<file path="config.mk">
export PLATFORM = sky130hd
export DESIGN_NAME = regfile_wb_ctrl
export DESIGN_NICKNAME = d
export VERILOG_FILES = /design/src/rtl/core_pkg.sv /design/src/rtl/wb_rr_arbiter.sv /design/src/rtl/regfile_wb_ctrl.sv
export SDC_FILE = /design/constraint.sdc
export NUM_CORES = 1
export LEC_CHECK = 0
export BUFFER_PORTS_ARGS = -buffer_cell sky130_fd_sc_hd__buf_2
export CORE_AREA = 2 2 265 267
export CTS_CLUSTER_DIAMETER = 150
export CTS_CLUSTER_SIZE = 40
export DETAILED_ROUTE_END_ITERATION = 6
export DIE_AREA = 0 0 267 269
export PLACE_DENSITY = 0.45
export SYNTH_ARGS = -nofsm -noshare
export SYNTH_HDL_FRONTEND = slang
export SYNTH_SLANG_ARGS = --single-unit
</file>
<file path="constraint.sdc">
create_clock -name clk -period 4.2 [get_ports clk]
set_clock_uncertainty 0.1 [all_clocks]
set_input_delay 1.05 -clock clk [delete_from_list [all_inputs] [get_ports clk]]
set_output_delay 1.05 -clock clk [all_outputs]
set_load 0.05 [all_outputs]
</file>
<file path="src/rtl/core_pkg.sv">
// Shared core types and constants for the integer register file writeback path.
package core_pkg;

  localparam int XLEN      = 64;
  localparam int REG_IDX_W = 5;
  localparam int NREQ      = 3;

  localparam int WB_ALU = 0;
  localparam int WB_LSU = 1;
  localparam int WB_MDU = 2;

  typedef struct packed {
    logic [REG_IDX_W-1:0] rd;
    logic [XLEN-1:0]      data;
    logic [63:0]          pc;
    logic [31:0]          inst;
  } wb_req_t;

endpackage

</file>
<file path="src/rtl/wb_rr_arbiter.sv">
// Single-grant writeback arbiter. WB_ARB_RR_EN selects round-robin with a pointer;
// otherwise fixed priority LSU(1) > MDU(2) > ALU(0) with no state.
module wb_rr_arbiter #(
  parameter int NREQ = 3
) (
`ifdef WB_ARB_RR_EN
  input  logic            clk,
  input  logic            rst,
`endif
  input  logic [NREQ-1:0] req,
  output logic [NREQ-1:0] gnt
);

`ifdef WB_ARB_RR_EN
  localparam int PTR_W = (NREQ > 1) ? $clog2(NREQ) : 1;

  logic [PTR_W-1:0] ptr_r;
  logic [PTR_W-1:0] ptr_nxt_s;
  logic             found_s;
  int               idx_s;

  // Search starting at the pointer; next pointer is one past the winner.
  always_comb begin
    gnt       = {NREQ{1'b0}};
    ptr_nxt_s = ptr_r;
    found_s   = 1'b0;
    idx_s     = 0;
    for (int k = 0; k < NREQ; k++) begin
      idx_s = (int'(ptr_r) + k) % NREQ;
      if (!found_s && req[idx_s]) begin
        gnt[idx_s] = 1'b1;
        found_s    = 1'b1;
        ptr_nxt_s  = (idx_s == NREQ - 1) ? {PTR_W{1'b0}} : PTR_W'(idx_s + 1);
      end else begin
        found_s = found_s;
      end
    end
  end

  // Pointer register; req is already masked upstream so any hit is a real grant.
  always_ff @(posedge clk) begin
    if (rst) begin
      ptr_r <= {PTR_W{1'b0}};
    end else if (found_s) begin
      ptr_r <= ptr_nxt_s;
    end else begin
      ptr_r <= ptr_r;
    end
  end
`else
  logic found_s;
  int   idx_s;

  // Fixed order 1, 2, ..., NREQ-1, then 0.
  always_comb begin
    gnt     = {NREQ{1'b0}};
    found_s = 1'b0;
    idx_s   = 0;
    for (int k = 0; k < NREQ; k++) begin
      idx_s = (k == NREQ - 1) ? 0 : k + 1;
      if (!found_s && req[idx_s]) begin
        gnt[idx_s] = 1'b1;
        found_s    = 1'b1;
      end else begin
        found_s = found_s;
      end
    end
  end
`endif

endmodule

</file>
<file path="src/rtl/regfile_wb_ctrl.sv">
// Register file write-port controller: arbitrated registered commit stage plus
// RAW/WAW scoreboard. Optional WB_ARB_RR_EN selects round-robin arbitration.
module regfile_wb_ctrl #(
  parameter int NREQ = 3,
  parameter int XLEN = 64
) (
  input  logic                clk,
  input  logic                rst,
  input  logic                flush,
  input  logic [NREQ-1:0]     req_valid,
  output logic [NREQ-1:0]     req_ready,
  input  logic [NREQ*5-1:0]   req_rd,
  input  logic [NREQ*XLEN-1:0] req_data,
  input  logic [NREQ*64-1:0]  req_pc,
  input  logic [NREQ*32-1:0]  req_inst,
  input  logic                iss_valid,
  input  logic [4:0]          iss_rd,
  input  logic [4:0]          iss_rs1,
  input  logic [4:0]          iss_rs2,
  output logic                iss_ready,
  output logic                rs1_busy,
  output logic                rs2_busy,
  output logic                we,
  output logic [4:0]          waddr,
  output logic [XLEN-1:0]     wdata,
  output logic [63:0]         debug_wb_pc,
  output logic [31:0]         debug_wb_inst
);

  localparam int IDX_W = core_pkg::REG_IDX_W;
  localparam int NREG  = 1 << IDX_W;

  logic [NREG-1:0]   busy_r;
  logic [NREG-1:0]   busy_nxt_s;
  logic              set_s;
  logic [NREQ-1:0]   arb_req_s;
  logic [NREQ-1:0]   gnt_s;
  logic              any_gnt_s;
  core_pkg::wb_req_t sel_s;

  logic              we_r;
  logic [IDX_W-1:0]  waddr_r;
  logic [XLEN-1:0]   wdata_r;
  logic [63:0]       pc_r;
  logic [31:0]       inst_r;

  // Reset and flush suppress any grant, which also keeps the RR pointer still.
  assign arb_req_s = req_valid & {NREQ{!(rst || flush)}};

  wb_rr_arbiter #(
    .NREQ (NREQ)
  ) u_arb (
`ifdef WB_ARB_RR_EN
    .clk  (clk),
    .rst  (rst),
`endif
    .req  (arb_req_s),
    .gnt  (gnt_s)
  );

  assign req_ready = gnt_s;
  assign any_gnt_s = |gnt_s;

  // Mux the granted requester's payload.
  always_comb begin
    sel_s = '0;
    for (int i = 0; i < NREQ; i++) begin
      if (gnt_s[i]) begin
        sel_s.rd   = req_rd[i*IDX_W +: IDX_W];
        sel_s.data = req_data[i*XLEN +: XLEN];
        sel_s.pc   = req_pc[i*64 +: 64];
        sel_s.inst = req_inst[i*32 +: 32];
      end else begin
        sel_s = sel_s;
      end
    end
  end

  // WAW stall guarantees one in-flight write per register; index 0 never stalls.
  assign iss_ready = !(busy_r[iss_rd] && (iss_rd != 5'd0));
  assign set_s     = iss_valid && iss_ready && (iss_rd != 5'd0);

  // A write committing this cycle is forwarded by the register file, so it is not busy.
  assign rs1_busy = busy_r[iss_rs1] && !(we_r && (waddr_r == iss_rs1));
  assign rs2_busy = busy_r[iss_rs2] && !(we_r && (waddr_r == iss_rs2));

  // Scoreboard next state: clear on commit, set on dispatch.
  always_comb begin
    busy_nxt_s = busy_r;
    if (we_r) begin
      busy_nxt_s[waddr_r] = 1'b0;
    end else begin
      busy_nxt_s = busy_nxt_s;
    end
    if (set_s) begin
      busy_nxt_s[iss_rd] = 1'b1;
    end else begin
      busy_nxt_s = busy_nxt_s;
    end
    busy_nxt_s[0] = 1'b0;
  end

  // Scoreboard register.
  always_ff @(posedge clk) begin
    if (rst) begin
      busy_r <= {NREG{1'b0}};
    end else if (flush) begin
      busy_r <= {NREG{1'b0}};
    end else begin
      busy_r <= busy_nxt_s;
    end
  end

  // Commit stage; debug PC/instruction hold when nothing is granted.
  always_ff @(posedge clk) begin
    if (rst) begin
      we_r    <= 1'b0;
      waddr_r <= {IDX_W{1'b0}};
      wdata_r <= {XLEN{1'b0}};
      pc_r    <= 64'd0;
      inst_r  <= 32'd0;
    end else if (flush) begin
      we_r <= 1'b0;
    end else if (any_gnt_s) begin
      we_r    <= (sel_s.rd != 5'd0);
      waddr_r <= sel_s.rd;
      wdata_r <= sel_s.data;
      pc_r    <= sel_s.pc;
      inst_r  <= sel_s.inst;
    end else begin
      we_r <= 1'b0;
    end
  end

  assign we            = we_r;
  assign waddr         = waddr_r;
  assign wdata         = wdata_r;
  assign debug_wb_pc   = pc_r;
  assign debug_wb_inst = inst_r;

endmodule

</file>
# --- Word level (Yosys, flattened, before mapping) ---
# Cells that the tools add are included.
totals:
  reg_bits: 198
  inputBits: 517
  out_inout_bits: 172
  word_cells: 64
op_classes:
  n_lt_le_gt_ge: 6
  eq_ne: 2
  muxes: 19
  bitwise: 6
  reduce_logical: 24
ops:
  columns: ["cell", "count"]
  rows:
  - ["165-bit two-way mux", 3]
  - ["32-bit two-way mux", 2]
  - ["32-bit bitwise AND", 1]
  - ["32-bit NOT", 1]
  - ["32-bit bitwise OR", 1]
  - ["5-bit by 6-bit < comparator with 1-bit output, second input constant", 4]
  - ["1-bit binary-select mux with 5-bit select", 3]
  - ["1-bit logical AND", 11]
  - ["1-bit demux with 5-bit select", 2]
  - ["5-bit equality test", 2]
  - ["5-bit by 1-bit greater-or-equal comparator with 1-bit output, second input constant", 2]
  - ["5-bit nonzero test", 2]
  - ["1-bit two-way mux", 9]
  - ["1-bit zero test", 6]
  - ["3-bit OR reduction", 2]
  - ["3-bit bitwise AND", 1]
  - ["1-bit NOT", 2]
  - ["2-bit AND reduction", 1]
  - ["2-bit OR reduction", 1]
  - ["1-bit logical OR", 1]

# --- Depth between registers and ports, before layout ---
logic_depth:
  ltp_word: 14
  ltp_mapped: 8
  depth_no_buf: 5

# --- Modules after synthesis ---
# A second synthesis with hierarchy kept.
unflattened:
  hier_cells: 1324
  hier_area_um2: 10948.0
modules_own_cells:
  columns: ["module", "n_inst", "cells_each", "area_per_inst_um2", "seq_area_each_um2"]
  rows:
  - ["regfile_wb_ctrl", 1, 1321, 10921.7, 3943.8]
  - ["wb_rr_arbiter", 1, 3, 26.3, 0.0]

# --- Worst setup path after synthesis ---
# OpenSTA, ideal clock, no wires.
synth_timing:
  path_kind: "in2out"
  from: "in iss_rs1[1]"
  to: "out rs1_busy"
  arrival_ps: 2996
  required_time_ps: 3050
  slack_ps: 54
  path_stages: 5
  path_buffers: 1
  cell_sequence: "clkbuf_1 -> mux4_2 -> mux2i_1 -> a2111o_1 -> a21oi_1"
synth_via:
  elab_chain_cells: 4
  elab_cells_between_ends: 6
  cone_classes: "eq/ne (1); mux (2); reduce/logical (3)"
synth_rtl:
  columns: ["item", "line", "rtl"]
  rows:
  - ["from (decl)", "regfile_wb_ctrl.sv:18", "input logic [4:0] iss_rs1,"]
  - ["parallel branches: the longest is 3 deep, another holds 1-bit binary-select mux with 5-bit select", null, null]
  - ["1-bit logical AND (*)", "regfile_wb_ctrl.sv:84", "assign rs1_busy = busy_r[iss_rs1] && !(we_r && (waddr_r == iss_rs1));"]
  - ["to (decl)", "regfile_wb_ctrl.sv:21", "output logic rs1_busy,"]
# Every way passes the cells marked *. The select of a mux whose other input is x is not followed.

# --- Worst setup path in the final report ---
layout_timing:
  from: "in iss_rd[0]"
  to: "out iss_ready"
layout_via:
  elab_chain_cells: 4
  elab_cells_between_ends: 5
  cone_classes: "mux (2); reduce/logical (3)"
layout_rtl:
  columns: ["item", "line", "rtl"]
  rows:
  - ["from (decl)", "regfile_wb_ctrl.sv:17", "input logic [4:0] iss_rd,"]
  - ["1-bit binary-select mux with 5-bit select", "regfile_wb_ctrl.sv:80", "assign iss_ready = !(busy_r[iss_rd] && (iss_rd != 5'd0));"]
  - ["1-bit two-way mux (implied by the code)", "regfile_wb_ctrl.sv:80", null]
  - ["1-bit logical AND (*)", "regfile_wb_ctrl.sv:80", null]
  - ["1-bit zero test (*)", "regfile_wb_ctrl.sv:80", null]
  - ["to (decl)", "regfile_wb_ctrl.sv:20", "output logic iss_ready,"]
# Mark *: on every way between the ends. The rest lies on a longest branch, timed or not. The select of a mux whose other input is x is not followed.

==> metrics.cfg <==
[clock_tree]
cts_tree = yes
cts_buffers = 17
cts_setup_buffers = 0
ctsResizeCount = 0
cts_sinks = 197
cts_buffer_depth = 2
path_clk_slew_ns = 0.07
htree_num_levels = 4
cts-root-buf = clkbuf_16
cts_hold_buf = 0
clock_latency_ns = 0.48

[placed_design]
post-place-ws_ns = 0.212
portBuffers = 688
dpl.hpwl_um = 40100
routabilityCongestion = 0.936

[sta]
tightest_slew_ns = 0.879
layout_setup_ws_ns = 0.208
slew_headroom = 0.414
post-route-period-util = 0.951
rsz0062_at_grt = false
maxSlewViolCount = 0
period_minus_slack_ns = 3.99
setup_viol = 0
tns_ns = 0
timing.fmax_ghz = 0.250
hold_viol_final = 0

[worst_setup_path]
crit_path_max_fanout = 13
cp.required_ns = 3.05
endpoint_kind = output port
critPathMaxStageDelay_ns = 0.61
reg2reg_slack_ns = 2.09
worstPathArrival_ns = 2.84
critical_path.top_delay_family = multiplexers
cp_cell_sequence = buf_2 -> mux4_1 -> a22oi_2 -> nand3_2 -> or2_1 -> inv_2 -> buf_12
crit_type = input port to output port
critPathSlowestCell = mux4_1
path_buf_inv = 3
critPathLaunchType = input port

[synth]
synth-edff-count = 0
synth-compound-area-share = 0.328
ys_ff_latch = 197
synth_top_family_by_area = compound AO/OA/AOI/OAI gates
ys.flop_type = dfxtp_1
synthMuxAreaShare = 0.0620
synth_xor_area_frac = 0.00957
avgSynthCellArea_um2 = 9.09
async_reset_ff_frac = 0
synth.top_cell.area_share = 0.431
synth_cells = 1006
yosysWarnings = 0
synth_area_leaders = dfxtp_1 (43%), a222oi_1 (18%), a21oi_1 (9.2%)
yosysTopAreaCell = dfxtp_1
synth.distinct_cells = 48
seq_area_frac_synth = 0.431
synth_adder_area_share = 0
synthesis.nets = 1523
yosys.area_share.simple = 0.119
syn-cell-area_um2 = 9150

[drt]
ant_nets = 0
routedWlPerCell_um = 19.7
drtIter0Drc = 1332
met3_length_um = 4500
wirelength_um = 50900
dr_wl_met2_um = 24400
drc = 112
highest_layer = met5
wl_met1_um = 20600
via_per_inst = 4.44
num_vias = 11499
drt-pass1-iter-count = 7

[floorplan]
die_area_um2 = 71800
die_width_um = 267
coreArea_um2 = 69300
die_y_um = 269
core.rowCount = 97
pin_count = 689
initial_utilization = 0.132

[global_route]
antenna_found_initial = 20
first_global_vias = 11193
grt-ovfl-total = 0
grt_first_pass_wirelength_um = 72300
grt_usage = 0.136
grt_start_max_net_pins = 120

[pwr]
irDropWorstVdd_v = 0.000251
p_leak_nw = 6.16
power_density_nw_per_um2 = 336

[final_layout]
postLayoutCoreUtil = 0.205
drive_above_1_share = 0.480
areaGrowthSynthToFinish_pct = 55.7
fin_nets = 2144

[job]
maxCapViolCount = 0

[run_status]
violations = DRC
outcome = finished, violations left

[worst_hold_path]
hold_class = flip-flop to flip-flop

## layout by cell type (no fill, tap or decap), drive strengths merged, types with 6 or more instances in the layout
cell type	netlist	routed
buf	5	715
nand2	201	201
dfxtp	197	197
a21oi	168	168
a222oi	164	164
o211ai	26	26
o21ai	24	24
mux4	20	20
clkbuf	108	17
inv	3	10
mux2i	9	9
nor3	8	8
xor2	8	8
diode	0	7
a32o	7	7
nor2	6	6
clkinv	1	6
## final timing paths
kind	start	cells past startpoint	endpoint
setup / recovery	iss_rd[0]	7	iss_ready
setup reg to reg	busy_r[21]	6	busy_r[13]
hold reg to reg	wdata[43]	2	wdata[43]
hold / removal	wdata[43]	2	wdata[43]
## stage by stage
| stage | hold WS (ns) | area, um2 | instances | total power, mW |
|---|---|---|---|---|
| 2_1_floorplan | 0.386 | 9150 | 1006 | 2.63 |
| 3_3_place_gp | 0.340 | 13600 | 2548 | 3.09 |
| 3_5_place_dp | 0.344 | 13600 | 2548 | 3.10 |
| 4_1_cts | 0.355 | 14200 | 2580 | 4.90 |
| 5_1_grt | 0.369 | 14200 | 2586 | 5.02 |
| 6_report | 0.353 | 14200 | 2587 | 4.78 |
## cells in the mapped netlist (2+ instances only)
library cell    n
and3_1          4
dfxtp_1       197
o211ai_1       26
xnor2_1         2
o21ai_1        15
a2111o_1        2
mux4_2         19
a222oi_1      164
o21ai_2         9
a22oi_2         3
nor2_1          6
nand2b_1        2
nand2_1       201
a21oi_1       168
nor3b_1         5
xor2_1          8
mux2i_1         9
nor4_1          2
or2_1           2
buf_6           2
mux2_2          2
a32o_1          7
nand3b_1        5
nand4_1         2
nand3_1         2
clkbuf_1      108
and3b_1         4
nor3_1          8
inv_1           2
nor4b_1         2
## report_power, final
group          switching [mW]  leakage [nW]  total (mW)  internal (mW)
registers              0.0612          1.61        2.01           1.95
clock network           0.880         0.286        1.73          0.846
logic                   0.678          4.27        1.04          0.362
total                    1.62          6.16        4.78           3.16
## final cells by class
| class | instances | area [um2] |
|---|---|---|
| clock buffers | 17 | 425 |
| fillers | 7764 | 55100 |
| multi-input cells | 692 | 4770 |
| clock inverters | 15 | 165 |
| inverters | 4 | 15.0 |
| diodes | 7 | 17.5 |
| flip-flops and latches | 197 | 3940 |
| well taps | 940 | 1180 |
| repair buffers | 715 | 3730 |
## worst reg2reg max path, stage by stage, from the launching register on
cell and delay, ns:
dfxtp_1 0.36, mux4_1 0.53, a22oi_2 0.24, nand3_2 0.10, or2_1 0.29, buf_4 0.25, o21ai_1 0.17
## cell families after synthesis
kind of cell | after synthesis
compound gates | 399
simple gates | 252
flops | 197
buf+inv | 117
mux | 31
xor+xnor | 10
## metal layers
layer,vias up,global-route usage
met5,-,0
met4,10,0.0554
met3,76,0.0437
met2,641,0.230
met1,5527,0.160
li1,5245,-
## sequential cells by signal, summed over array words and instances (netlist names)
signal	cells
debug_wb_inst	32
waddr	5
busy_r	31
we	1
wdata	64
debug_wb_pc	64
Power figures use the tool's default switching activity.
